--- src/rtl/dma_read_engine.sv ---
// Command-driven AXI3 read master: fetches CONFIG_LEN bytes from CONFIG_SRC in bursts
// that never cross 4KB, and streams each returned beat straight out on a valid/ready port.
module dma_read_engine #(
   parameter int          DATA_BYTES = 8,
   parameter int          MAX_BURST  = 16,
   parameter logic [11:0] AXI_ID     = 12'd0
) (
   input  logic                    ACLK,
   input  logic                    ARESETN,
   input  logic                    CONFIG_VALID,
   output logic                    CONFIG_READY,
   input  logic [31:0]             CONFIG_CMD,
   input  logic [31:0]             CONFIG_SRC,
   input  logic [31:0]             CONFIG_LEN,
   output logic [31:0]             M_AXI_ARADDR,
   output logic [3:0]              M_AXI_ARLEN,
   output logic [2:0]              M_AXI_ARSIZE,
   output logic [1:0]              M_AXI_ARBURST,
   output logic [11:0]             M_AXI_ARID,
   output logic                    M_AXI_ARVALID,
   input  logic                    M_AXI_ARREADY,
   input  logic [8*DATA_BYTES-1:0] M_AXI_RDATA,
   input  logic [1:0]              M_AXI_RRESP,
   input  logic                    M_AXI_RLAST,
   input  logic                    M_AXI_RVALID,
   output logic                    M_AXI_RREADY,
   output logic [8*DATA_BYTES-1:0] OUT_DATA,
   output logic                    OUT_VALID,
   input  logic                    OUT_READY,
   output logic                    ERR
);

   localparam int SIZE = $clog2(DATA_BYTES);

   typedef enum logic [1:0] {IDLE, ADDR, DATA} state_t;

   state_t      r_state;
   state_t      w_nextState;
   logic [31:0] r_addr;
   logic [31:0] r_beatsLeft;
   logic [4:0]  r_burstBeats;
   logic [4:0]  r_beatCnt;
   logic        r_err;

   logic [12:0] w_bytesToBoundary;
   logic [31:0] w_beatsToBoundary;
   logic [31:0] w_n32;
   logic [4:0]  w_n;
   logic        w_cmdFire;
   logic        w_startCmd;
   logic [31:0] w_cfgBeats;
   logic        w_beatFire;
   logic        w_finalBeat;
   logic [31:0] w_beatsLeftNext;
   logic        w_unused;

   assign w_unused = ^CONFIG_CMD[31:1];

   // Burst size is the smallest of the AXI3 cap, remaining beats and room left in the 4KB page.
   assign w_bytesToBoundary = 13'h1000 - {1'b0, r_addr[11:0]};
   assign w_beatsToBoundary = 32'(w_bytesToBoundary >> SIZE);

   always_comb begin
      w_n32 = 32'(MAX_BURST);
      if (r_beatsLeft < w_n32)       w_n32 = r_beatsLeft;
      if (w_beatsToBoundary < w_n32) w_n32 = w_beatsToBoundary;
   end

   assign w_n             = w_n32[4:0];
   assign w_cmdFire       = CONFIG_VALID && (r_state == IDLE);
   assign w_cfgBeats      = CONFIG_LEN >> SIZE;
   assign w_startCmd      = CONFIG_CMD[0] && (w_cfgBeats != 32'd0);
   assign w_beatFire      = (r_state == DATA) && M_AXI_RVALID && OUT_READY;
   assign w_finalBeat     = (r_beatCnt == 5'd1);
   assign w_beatsLeftNext = r_beatsLeft - 32'(r_burstBeats);

   always_ff @(posedge ACLK or negedge ARESETN) begin
      if (!ARESETN) r_state <= IDLE;
      else          r_state <= w_nextState;
   end

   always_comb begin
      w_nextState   = r_state;
      CONFIG_READY  = 1'b0;
      M_AXI_ARVALID = 1'b0;
      M_AXI_RREADY  = 1'b0;
      OUT_VALID     = 1'b0;
      case (r_state)
         IDLE: begin
            CONFIG_READY = 1'b1;
            if (CONFIG_VALID && w_startCmd) w_nextState = ADDR;
         end
         ADDR: begin
            M_AXI_ARVALID = 1'b1;
            if (M_AXI_ARREADY) w_nextState = DATA;
         end
         DATA: begin
            M_AXI_RREADY = OUT_READY;
            OUT_VALID    = M_AXI_RVALID;
            if (w_beatFire && w_finalBeat)
               w_nextState = (w_beatsLeftNext != 32'd0) ? ADDR : IDLE;
         end
         default: w_nextState = IDLE;
      endcase
   end

   // Address/beat bookkeeping and sticky error; a bad beat is still counted toward burst completion.
   always_ff @(posedge ACLK or negedge ARESETN) begin
      if (!ARESETN) begin
         r_addr       <= 32'd0;
         r_beatsLeft  <= 32'd0;
         r_burstBeats <= 5'd0;
         r_beatCnt    <= 5'd0;
         r_err        <= 1'b0;
      end else begin
         if (w_cmdFire) begin
            r_addr      <= CONFIG_SRC & ~32'(DATA_BYTES - 1);
            r_beatsLeft <= w_cfgBeats;
            r_err       <= 1'b0;
         end
         if ((r_state == ADDR) && M_AXI_ARREADY) begin
            r_burstBeats <= w_n;
            r_beatCnt    <= w_n;
         end
         if (w_beatFire) begin
            r_beatCnt <= r_beatCnt - 5'd1;
            if ((M_AXI_RRESP != 2'b00) || (M_AXI_RLAST != w_finalBeat)) r_err <= 1'b1;
            if (w_finalBeat) begin
               r_addr      <= r_addr + (32'(r_burstBeats) << SIZE);
               r_beatsLeft <= w_beatsLeftNext;
            end
         end
      end
   end

   assign M_AXI_ARADDR  = r_addr;
   assign M_AXI_ARLEN   = 4'(w_n - 5'd1);
   assign M_AXI_ARSIZE  = 3'(SIZE);
   assign M_AXI_ARBURST = 2'b01;
   assign M_AXI_ARID    = AXI_ID;
   assign OUT_DATA      = M_AXI_RDATA;
   assign ERR           = r_err;

endmodule

--- config.mk ---
export PLATFORM = sky130hd
export DESIGN_NAME = dma_read_engine
export DESIGN_NICKNAME = d
export VERILOG_FILES = /design/src/rtl/dma_read_engine.sv
export SDC_FILE = /design/constraint.sdc
export NUM_CORES = 1
export LEC_CHECK = 0
export BUFFER_PORTS_ARGS = -buffer_cell sky130_fd_sc_hd__buf_4
export CORE_MARGIN = 5
export CORE_UTILIZATION = 43
export DETAILED_ROUTE_END_ITERATION = 7
export PLACE_DENSITY = 0.78
export SYNTH_ARGS = -nofsm -noshare
export SYNTH_HDL_FRONTEND = slang
export SYNTH_SLANG_ARGS = --single-unit
export TNS_END_PERCENT = 50
--- constraint.sdc ---
create_clock -name ACLK -period 3.9 [get_ports ACLK]
set_input_delay 0.39 -clock ACLK [delete_from_list [all_inputs] [get_ports ACLK]]
set_output_delay 0.39 -clock ACLK [all_outputs]
set_load 0.005 [all_outputs]
==> results.json <==
{
  "dr.pass1.iters": 5,
  "timing.final.crit_share_pct": 112,
  "core-area_um2": 13800,
  "drive_gt1_share_pct": 26.4,
  "setup_viol": 4,
  "drt_iter0_drc": 546,
  "worst_ep_required_time_ns": 3.51,
  "cts.clk_slew.worst_paths_ns": 0.06,
  "relSlewSlack_pct": 30.8,
  "syn_area_um2": 5980,
  "end_kind": "output port",
  "max_stage_delay_ns": 0.54,
  "drv_slew": 0,
  "finalPower_w": 0.00554,
  "ys.flop_type": "dfrtp_1",
  "drc": 0,
  "fin_ws_ns": -0.468,
  "worstMarginPinSlew_ns": 1.04,
  "ctsRootBufferMaster": "clkbuf_16",
  "rsz0062_at_grt": "true",
  "synth_cell_types": 64,
  "final_cell_mix": "buf_4, nor2_1, dfrtp_1",
  "layout_commonest_cell": "buf_4",
  "synth_edf_count": 0,
  "layout_min_cycle_time_ns": 4.37,
  "cts_tree": "yes",
  "num_antenna_cells": 0,
  "cts_max_path_buffers": 2,
  "power_density_nw_per_um2": 768,
  "cts_buffers": 9,
  "synthCells": 733,
  "gp_congestion": 0.922,
  "finish.utilization_pct": 52.3,
  "syn_avg_cell_area_um2": 8.16,
  "die_area_um2": 16400,
  "cap_violations": 0,
  "vias_per_cell": 5.86,
  "std_cell_rows": 43,
  "htree_levels": 3,
  "antenna_found_initial": 0,
  "dp_hpwl_um": 12400,
  "drt-total-wl_um": 17600,
  "initial_core_util_pct": 43.4,
  "clock_skew_ns": 0.00580,
  "status": "finished with violations",
  "ant_nets": 0,
  "grtUsageTotal_pct": 21.2,
  "vias": 5853,
  "die_height_um": 128,
  "final_hold_viol_count": 0,
  "hold_class": "in2async",
  "area_delta_synth_final_pct": 20.5,
  "grt_pass1_vias": 5503,
  "finalNetCount": 1006,
  "wl_per_cell_um": 17.7,
  "async_reset_ff_share_pct": 100,
  "dp_slack_ns": -0.274,
  "grt-ovfl-total": 0,
  "violations": "setup timing",
  "cts_hold_repair.buffers": 0,
  "cp.arrival_ns": 3.98,
  "cp_cell_sequence": "or4_4 -> or4b_4 -> nor4_4 -> buf_4 -> inv_1 -> nor2_2 -> inv_1 -> ha_1 -> or3_4 -> o21ai_4 -> mux2_4 -> ha_4 -> xnor2_2 -> buf_4",
  "grt_first_pass_wirelength_um": 28000,
  "port_buffers": 108,
  "timing.fmax_ghz": 0.229,
  "grt_max_degree": 78,
  "cts.sinks": 77,
  "start_kind": "flip-flop",
  "criticalPathCategory": "reg2out",
  "p_leak_nw": 3.08,
  "synth_seq_cells": 77,
  "hold_ws_ns": 0.231,
  "io_pins": 291,
  "vdd_ir_drop_max_mv": 0.263,
  "crit_fanout": 3,
  "die_x_um": 128,
  "clk_latency_ns": 0.35,
  "slowest_stage": "or4_4",
  "yosysSeqAreaShare_pct": 32.2,
  "reg2regPathDepth": 14,
  "ys_warn_count": 0
}
registers in the layout, summed over array words and instances (netlist names):
name	flops
M_AXI_ARADDR	32
r_beatsLeft	32
r_beatCnt	5
r_burstBeats	5
r_state	2
ERR	1
final timing paths:
check                                     startpoint                          end  slack, ns
max in group asynchronous                    ARESETN  M_AXI_ARADDR[0]$_DFFE_PN0N_       3.01
max                        r_beatsLeft[25]$_DFF_PN0_               M_AXI_ARLEN[2]      -0.47
min                                          ARESETN    r_beatsLeft[15]$_DFF_PN0_       0.23
max reg2reg                r_beatsLeft[25]$_DFF_PN0_  r_burstBeats[2]$_DFFE_PN0P_       0.17
min reg2reg                            ERR$_DFF_PN0_                ERR$_DFF_PN0_       0.49
min in group ACLK                     CONFIG_SRC[10]   M_AXI_ARADDR[10]$_DFF_PN0_       0.29
cell families after synthesis:
logic type	synth area share, %
AND/OR/NAND/NOR	23.3
AO/OA/AOI/OAI	21.0
buffers and inverters	13.8
flip-flops	32.2
adder cells (fa/ha/maj)	5.27
XOR/XNOR	3.22
multiplexers	1.09
other	0.126
stage by stage:
stage                     instance area (um2)  setup TNS [ns]  instances
final                                    7210           -1.45        998
after detailed placement                 6750          -0.562        976
after floorplan                          6060          -0.428        753
after global placement                   6750          -0.295        976
after global routing                     7210           -1.95        998
after CTS                                7160           -1.38        995
Yosys cell counts (all sizes together), types with 3 or more instances:
| master | count | share of area, % |
|---|---|---|
| o221ai | 4 | 0.69 |
| nor2b | 11 | 1.2 |
| nor2 | 95 | 6.0 |
| o32ai | 5 | 0.73 |
| nand4 | 7 | 0.73 |
| nand2b | 3 | 0.31 |
| or4 | 6 | 0.82 |
| xor2 | 9 | 1.3 |
| o31ai | 3 | 0.38 |
| a31oi | 9 | 1.0 |
| clkbuf | 31 | 1.9 |
| and3 | 11 | 1.2 |
| a211oi | 21 | 2.6 |
| mux2i | 5 | 0.84 |
| o21ai | 46 | 4.0 |
| nor4 | 17 | 2.0 |
| and2 | 5 | 0.56 |
| ha | 22 | 4.6 |
| and4 | 5 | 0.73 |
| a21oi | 39 | 3.3 |
| dfrtp | 77 | 32 |
| nand2 | 62 | 3.9 |
| a311oi | 31 | 4.5 |
| buf | 86 | 11 |
| o21a | 3 | 0.38 |
| or3 | 10 | 1.0 |
| inv | 20 | 1.3 |
| nand3b | 3 | 0.38 |
| nor3 | 24 | 2.0 |
| nand3 | 15 | 1.3 |
| xnor2 | 13 | 1.9 |
metal layers:
layer	vias up	part of all wire, %	wire length, um	track usage, %
met3	54	7.2	1270	4.00
met4	0	2.8	493	9.61
met2	253	47	8210	33.5
met1	2819	43	7670	28.1
li1	2727	-	-	-
met5	-	0	0	0
report_power, final:
part / internal, W / leakage [nW] / total (W) / switching, W
clock: 0.000597 / 0.166 / 0.000953 / 0.000356
sequential: 0.00115 / 0.899 / 0.00154 / 0.000387
combinational: 0.00144 / 2.01 / 0.00305 / 0.00160
total: 0.00319 / 3.08 / 0.00554 / 0.00235
what timing repair did:
| item | in CTS | in global routing |
|---|---|---|
| cloned | 0 | 0 |
| setup endpoints to repair | 4 | 10 |
| pin swaps | 1 | 1 |
| gates resized for setup | 11 | 6 |
| setup buffers | 3 | 3 |
area by class of cell:
cell class | count | area, um2
clock buffer | 11 | 253
clock inverter | 5 | 82.6
fill | 1305 | 6570
inverter | 20 | 75.1
multi-input combinational | 539 | 3400
sequential | 77 | 1930
tap | 180 | 225
timing repair buffer | 166 | 1250
critical path, delay by kind of cell (launching register included):
family | cells | cell delay [ns]
AND/OR/NAND/NOR | 5 | 1.77
XOR/XNOR | 1 | 0.13
flip-flops | 1 | 0.39
AO/OA/AOI/OAI | 1 | 0.18
adder cells (fa/ha/maj) | 2 | 0.36
buffers and inverters | 4 | 0.45
multiplexers | 1 | 0.34
Note: power is estimated with default switching activity, not from simulation.
